**config.mk**
```make
export PLATFORM = sky130hd
export DESIGN_NAME = clk_edge_recover
export DESIGN_NICKNAME = d
export VERILOG_FILES = /design/src/rtl/clk_edge_recover.sv
export SDC_FILE = /design/constraint.sdc
export NUM_CORES = 1
export LEC_CHECK = 0
export ABC_AREA = 1
export BUFFER_PORTS_ARGS = -buffer_cell sky130_fd_sc_hd__buf_2
export CAP_MARGIN = 20
export CORE_ASPECT_RATIO = 1.5
export CORE_MARGIN = 2
export CORE_UTILIZATION = 43
export CTS_BUF_LIST = sky130_fd_sc_hd__clkbuf_2 sky130_fd_sc_hd__clkbuf_4 sky130_fd_sc_hd__clkbuf_8
export CTS_CLUSTER_SIZE = 16
export DETAILED_ROUTE_END_ITERATION = 8
export PLACE_DENSITY = 0.65
export SLEW_MARGIN = 20
export SYNTH_ARGS = -nofsm -noshare
export SYNTH_HDL_FRONTEND = slang
export SYNTH_SLANG_ARGS = --single-unit
```
**constraint.sdc**
```tcl
create_clock -name clk -period 2.1 [get_ports clk]
set_input_delay 0.105 -clock clk [delete_from_list [all_inputs] [get_ports clk]]
set_output_delay 0.105 -clock clk [all_outputs]
set_load 0.005 [all_outputs]
```
**src/rtl/clk_edge_recover.sv**
```systemverilog
// clk_edge_recover: samples a divided clock as data in the clk domain.
// It emits one-cycle rise/fall enables, measures the rise-to-rise period
// and tracks lock on that period.
module clk_edge_recover #(
  parameter int unsigned SYNC_STAGES = 2,
  parameter int unsigned CNT_W       = 8,
  parameter int unsigned LOCK_COUNT  = 4
) (
  input  logic             clk,
  input  logic             rst_n,
  input  logic             div_clk_in,
  output logic             rise_tick,
  output logic             fall_tick,
  output logic [CNT_W-1:0] period,
  output logic             locked,
  output logic             lost
);

  // Two spare codes above LOCK_COUNT keep match+1 from wrapping after a
  // locked-to-measure fallback when LOCK_COUNT is 1.
  localparam int unsigned      MATCH_W     = $clog2(LOCK_COUNT + 2);
  localparam logic [CNT_W-1:0] CNT_MAX     = {CNT_W{1'b1}};
  localparam logic [MATCH_W-1:0] LOCK_TARGET = MATCH_W'(LOCK_COUNT);

  typedef enum logic [1:0] {
    ST_IDLE    = 2'd0,
    ST_MEASURE = 2'd1,
    ST_LOCKED  = 2'd2
  } state_t;

  logic [SYNC_STAGES-1:0] r_sync;
  logic                   r_prev;
  logic                   r_rise_tick;
  logic                   r_fall_tick;
  logic [CNT_W-1:0]       r_cnt;
  logic [CNT_W-1:0]       r_period;
  logic [MATCH_W-1:0]     r_match;
  logic                   r_locked;
  logic                   r_lost;
  state_t                 r_state;

  logic                   w_s;
  logic                   w_rise;
  logic                   w_fall;
  logic [MATCH_W-1:0]     w_match_inc;
  logic                   w_lock_now;

  assign w_s         = r_sync[SYNC_STAGES-1];
  assign w_rise      = w_s & ~r_prev;
  assign w_fall      = ~w_s & r_prev;
  assign w_match_inc = r_match + MATCH_W'(1);
  assign w_lock_now  = (w_match_inc >= LOCK_TARGET);

  // Input synchronizer: shift div_clk_in in at bit 0, s is the top bit.
  always_ff @(posedge clk or negedge rst_n) begin
    if (!rst_n) begin
      r_sync <= '0;
    end else begin
      r_sync <= SYNC_STAGES'({r_sync, div_clk_in});
    end
  end

  // Edge detect against the previous synchronized level; ticks are registered.
  always_ff @(posedge clk or negedge rst_n) begin
    if (!rst_n) begin
      r_prev      <= 1'b0;
      r_rise_tick <= 1'b0;
      r_fall_tick <= 1'b0;
    end else begin
      r_prev      <= w_s;
      r_rise_tick <= w_rise;
      r_fall_tick <= w_fall;
    end
  end

  // Rise-to-rise period counter, restarting at 1 and saturating at all-ones.
  always_ff @(posedge clk or negedge rst_n) begin
    if (!rst_n) begin
      r_cnt <= '0;
    end else if (w_rise) begin
      r_cnt <= CNT_W'(1);
    end else if (r_cnt != CNT_MAX) begin
      r_cnt <= r_cnt + CNT_W'(1);
    end
  end

  // Lock tracker; r_cnt on a rise is the measurement of the period just ended.
  always_ff @(posedge clk or negedge rst_n) begin
    if (!rst_n) begin
      r_state  <= ST_IDLE;
      r_period <= '0;
      r_match  <= '0;
      r_locked <= 1'b0;
      r_lost   <= 1'b0;
    end else begin
      r_lost <= 1'b0;
      case (r_state)
        ST_IDLE: begin
          if (w_rise) begin
            r_state  <= ST_MEASURE;
            r_period <= '0;
            r_match  <= '0;
          end
        end
        ST_MEASURE: begin
          if (w_rise) begin
            if (r_cnt == r_period) begin
              r_match <= w_match_inc;
              if (w_lock_now) begin
                r_state  <= ST_LOCKED;
                r_locked <= 1'b1;
              end
            end else begin
              r_period <= r_cnt;
              r_match  <= MATCH_W'(1);
              if (LOCK_COUNT <= 1) begin
                r_state  <= ST_LOCKED;
                r_locked <= 1'b1;
              end
            end
          end else if (r_cnt == CNT_MAX) begin
            r_state  <= ST_IDLE;
            r_period <= '0;
            r_match  <= '0;
          end
        end
        ST_LOCKED: begin
          if (w_rise) begin
            if (r_cnt != r_period) begin
              r_state  <= ST_MEASURE;
              r_period <= r_cnt;
              r_match  <= MATCH_W'(1);
              r_locked <= 1'b0;
              r_lost   <= 1'b1;
            end
          end else if (r_cnt == CNT_MAX) begin
            r_state  <= ST_IDLE;
            r_period <= '0;
            r_match  <= '0;
            r_locked <= 1'b0;
            r_lost   <= 1'b1;
          end
        end
        default: begin
          r_state  <= ST_IDLE;
          r_period <= '0;
          r_match  <= '0;
          r_locked <= 1'b0;
        end
      endcase
    end
  end

  assign rise_tick = r_rise_tick;
  assign fall_tick = r_fall_tick;
  assign period    = r_period;
  assign locked    = r_locked;
  assign lost      = r_lost;

endmodule

```
* Word-level counts from Yosys, hierarchy flattened
Index checks and enable logic that the tools add are counted.
** Word-level totals
- Bits in read-only memories :: 0
- Latch bits :: 0
- Output and inout port bits :: 12
- Input bits :: 3
- Register bits after elaboration :: 28
- Logic and storage cells :: 74
- Memory bits (writable) :: 0
- Memories :: 0
** Operators by class
- Order comparisons :: 1
- Shift-type cells :: 0
- Reductions and logical operators :: 6
- Equal/unequal tests :: 15
- Multiplexer cells :: 35
- Multiply operators :: 0
- Bitwise operators :: 5
- Add/subtract/negate cells :: 2
- Divide/modulo/power cells :: 0
** Operators by type and width (count)
- 8-bit 2-to-1 mux :: 8
- 8-bit one-hot mux with 3 select lines :: 1
- 3-bit 2-to-1 mux :: 6
- 3-bit != test, second input constant :: 5
- 2-bit 2-to-1 mux :: 7
- 1-bit 2-to-1 mux :: 10
- 3-bit one-hot mux with 3 select lines :: 1
- 8-bit by 1-bit adder with 8-bit output, second input constant :: 1
- 8-bit equality test :: 1
- 8-bit equality test, second input constant :: 1
- 2-bit != test, second input constant :: 4
- 8-bit != test :: 1
- 8-bit != test, second input constant :: 1
- 2-bit one-hot mux with 3 select lines :: 1
- 6-bit AND reduction :: 1
- 4-bit AND reduction :: 1
- 3-bit by 1-bit adder with 3-bit output, second input constant :: 1
- 3-bit greater-or-equal comparator, second input constant :: 1
- 1-bit inverter :: 3
- 1-bit one-hot mux with 3 select lines :: 1
- 3-bit AND reduction :: 1
- 1-bit bitwise AND :: 2
- 2-bit by 1-bit equality test with 1-bit output, second input constant :: 1
- 2-bit equality test, second input constant :: 1
- 3 further kinds :: 3

* Longest topological paths before layout
- Depth after elaboration :: 6
- Mapped depth :: 12
- Gate-level depth less buffers :: 12

* Worst setup path before layout
Ideal clock, no wire load.
- Path type :: register to register
- Start :: register r_cnt[0]
- End :: register r_period[1] (netlist: period[1])
- Data required time :: 1983 ps
- Setup time :: 117 ps
- Buffers on the path :: 0
- Arrival time :: 1349 ps
- Cell stages (with the launch flop) :: 13
- Period minus slack after synthesis :: 1465 ps
- Setup slack :: 635 ps
- Path through :: dfrtp_1 > ha_1 > nand2_1 > nor2_2 > nand2_2 > nand2_2 > inv_2 > nand2_2 > nand2_4 > inv_4 > nand2_8 > nand2_1 > nand2_1
** Between the ends
- Cells in the longest elaborated chain, start to end :: 4
- Elaborated cells between the ends (all ways) :: 10
- Those cells by class :: eq/ne (5); mux (4); reduce/logical (1)
** Ends and longest elaborated chain
- from (decl) :: line 35 : logic [CNT_W-1:0] r_cnt;
- from (signal assigned) :: line 83 : r_cnt <= r_cnt + CNT_W'(1);
- 8-bit equality test :: line 121, 136
- 8-bit 2-to-1 mux
- 8-bit 2-to-1 mux, on equally long branches
- 8-bit one-hot mux with 3 select lines
- to (signal assigned) :: line 114 : r_period <= r_cnt;
- to (signal assigned) :: line 131 : r_period <= r_cnt;
- to (decl) :: line 36 : logic [CNT_W-1:0] r_period;
Parallel ways exist; a longest one is shown, timed or not.
A chain may end at the register's enable or synchronous reset.

* Worst setup path in the final report
- Start :: register r_cnt[0]
- End :: register r_period[2] (netlist: period[2])
The elaborated chain is that of the path after synthesis.

==> results.py <==
metrics = {
    "synthesis": {
        "synth_top_area_share_pct": 41.9,
        "async_flop_share_pct": 100,
        "ys_ff_latch": 28,
        "ys_top_cells_by_area": "dfrtp_1 42%, nand2_1 16%, ha_1 4.5%, inv_1 4.5%, nor2_1 4.3%",
        "seq_area_frac_synth_pct": 41.9,
        "synth_top_cells_by_count": "73 x nand2_1, 28 x dfrtp_1, 20 x inv_1",
        "yosysMostFrequentCell": "nand2_1",
        "yosysTopAreaCell": "dfrtp_1",
        "synth_fp_nets": 222,
        "yosysWarnings": 0,
        "ys_types": 30,
        "syn_area_sq_um": 1670,
        "avgSynthCellArea_sq_um": 7.85,
        "syn-instance-count": 213,
        "synth_flop_cell": "dfrtp_1",
        "synth_enable_flop_cells": 0,
    },
    "setup_path": {
        "critical-path-top-delay-family": "simple AND/OR/NAND/NOR gates",
        "worstPathRequired_ns": 2.28,
        "r2r_cells": 12,
        "r2r_start": "r_cnt[0]",
        "cp_cell_sequence": "ha_1 -> nand2_1 -> nor2_2 -> nand2_2 -> nand2_2 -> inv_2 -> nand2_2 -> nand2_4 -> inv_4 -> nand2_8 -> nand2_1 -> nand2_1",
        "endpoint_kind": "register",
        "start_kind": "register",
        "r2r_end": "period[2]",
        "critical_path_arrival_ns": 1.88,
        "reg2reg_slack_ns": 0.39,
        "cp_slowest_stage_delay_ns": 0.40,
        "worstSetupPathType": "reg -> reg",
        "slowest_stage": "dfrtp_1",
        "cp_max_fo": 8,
        "path_buf_inv": 2,
    },
    "global_routing": {
        "grt_pass1_vias": 1521,
        "grt_start_max_net_pins": 29,
        "grt-ovfl-total": 0,
        "track_usage_pct": 21.0,
        "grt_pass1_wl_um": 6720,
        "antenna_found_initial": 0,
    },
    "timing": {
        "slew_violations": 0,
        "setup_violations": 0,
        "slew_headroom_pct": 57.0,
        "rsz0062_at_grt": "false",
        "finalCritPeriodShare_pct": 81.3,
        "clock_skew_ns": 0.00371,
        "finalHoldViolCount": 0,
        "worstMarginPinSlew_ns": 0.645,
        "max_clock_freq_ghz": 0.586,
        "period_needed_ns": 1.71,
        "fin_tns_setup_ns": 0,
    },
    "placed_design": {
        "place_hpwl_um": 2790,
        "gp_congestion": 0.876,
        "placed_area_sq_um": 1790,
        "portBuffers": 14,
    },
    "power": {
        "p_comb_share_pct": 50.3,
        "power_density_nw_per_um2": 1280,
        "p_leak_nw": 1.02,
        "internal-power_mw": 1.33,
        "p_switching_mw": 1.09,
        "seqPwrFrac_pct": 31.5,
        "irDropWorstVdd_v": 0.000923,
        "p_sw_share_pct": 45.1,
        "clockPowerShare_pct": 18.2,
    },
    "die": {
        "die_y_um": 80.4,
        "dieArea_sq_um": 4420,
        "start_util_pct": 45.0,
        "io_pins": 15,
        "rows": 27,
        "die-width_um": 54.9,
        "core_area_sq_um": 3720,
    },
    "drt": {
        "wire_per_inst_um": 13.9,
        "dr.pass1.iters": 4,
        "drt_iter0_drc": 27,
        "ant_nets": 0,
        "num_vias": 1384,
        "routed_wl_um": 3810,
        "via_per_inst": 5.03,
        "drc_errors": 0,
    },
    "clocking": {
        "cts.path.max_buffers": 2,
        "htreeDepth": 1,
        "cts.clk_slew.worst_paths_ns": 0.11,
        "cts_root_buf": "clkbuf_8",
        "cts_made_buffers": 3,
        "insertion_delay_ns": 0.28,
        "cts-resized-gates": 0,
        "cts.sinks": 28,
        "cts_tree": "done",
    },
    "final_layout": {
        "area_growth_syn_to_layout_pct": 12.7,
        "antenna_cells": 0,
        "design_area_sq_um": 1890,
        "fin_util_pct": 50.7,
        "layout-drive-gt1-share_pct": 18.5,
        "final_net_count": 242,
    },
    "run": {
        "drv_cap": 0,
    },
    "min_path": {
        "hp-class": "in -> async",
    },
    "outcome": {
        "status": "complete, no violations",
    },
}
==> power by group through the flow <==
| stage | registers (mW) | clock network, mW | logic [mW] |
|---|---|---|---|
| global placement | 0.767 | 0 | 1.21 |
| detailed placement | 0.769 | 0 | 1.22 |
| floorplan | 0.751 | 0 | 0.969 |
| CTS | 0.759 | 0.448 | 1.23 |
| global route | 0.783 | 0.472 | 1.39 |
| finish | 0.760 | 0.440 | 1.22 |
==> registers in the layout, indices dropped and copies added, names as in the netlist <==
name       cells
r_prev         1
r_state        2
fall_tick      1
locked         1
lost           1
period         8
r_cnt          8
rise_tick      1
r_sync         2
r_match        3
==> layer usage <==
metal,track usage (%),vias to the layer above,part of all wire (%),wire [um]
met1,23.3,646,41,1560
met5,0,-,0,0
met3,3.16,10,2.6,99
met4,11.2,0,3.4,129
li1,-,703,-,-
met2,36.4,25,53,2020
==> what timing repair did <==
| action | in CTS | in global routing |
|---|---|---|
| endpoints found under the hold margin | 29 | 0 |
| setup endpoints to repair | 0 | 0 |
| hold buffers | 2 | 0 |
| buffers inserted | 0 | 0 |
==> worst max path at each step <==
stage,startpoint,to,slack [ns],cells past startpoint
after detailed placement,r_cnt[0],period[2],0.41,12
after global routing,r_cnt[0],period[7],0.24,11
after global placement,r_cnt[0],period[1],0.43,12
after floorplan,r_cnt[0],period[1],0.63,12
final,r_cnt[0],period[2],0.39,12
after CTS,r_cnt[0],period[1],0.39,12
==> cell usage in the layout (no fill, tap or decap), drive strengths merged, types with 3 or more instances in the layout <==
cell type and instances:
inv 28, o21ai 11, nand2 80, xnor2 4, clkbuf 3, buf 15
dfrtp 28, nand4 4, xor2 5, nor2 23, ha 6, nand3 10
a21oi 6
==> stage by stage <==
step	hold slack [ns]	std cells	setup WS, ns	power, mW
floorplan	-0.191	213	0.635	1.72
global placement	0.167	269	0.431	1.98
detailed placement	0.173	269	0.410	1.99
CTS	0.369	275	0.393	2.43
global route	0.378	275	0.236	2.65
finish	0.367	275	0.393	2.42
==> layout make-up <==
cell class	count	area, sq um
Tap cell	43	53.8
Timing Repair Buffer	17	97.6
Fill cell	374	1830
Inverter	28	113
Clock inverter	1	30.0
Multi-Input combinational cell	155	850
Sequential cell	28	701
Clock buffer	3	41.3
==> logic make-up (layout without fill, tap and decap cells) <==
kind of cell             Yosys count  in the layout  synth area share [%]
AO/OA/AOI/OAI                     20             20                  6.28
AND/OR/NAND/NOR                  120            120                  35.3
flip-flops                        28             28                  41.9
adder cells (fa/ha/maj)            6              6                  4.49
XOR/XNOR                           9              9                  4.71
buffers and inverters             30             49                  7.33
Power figures use the tool's default switching activity.
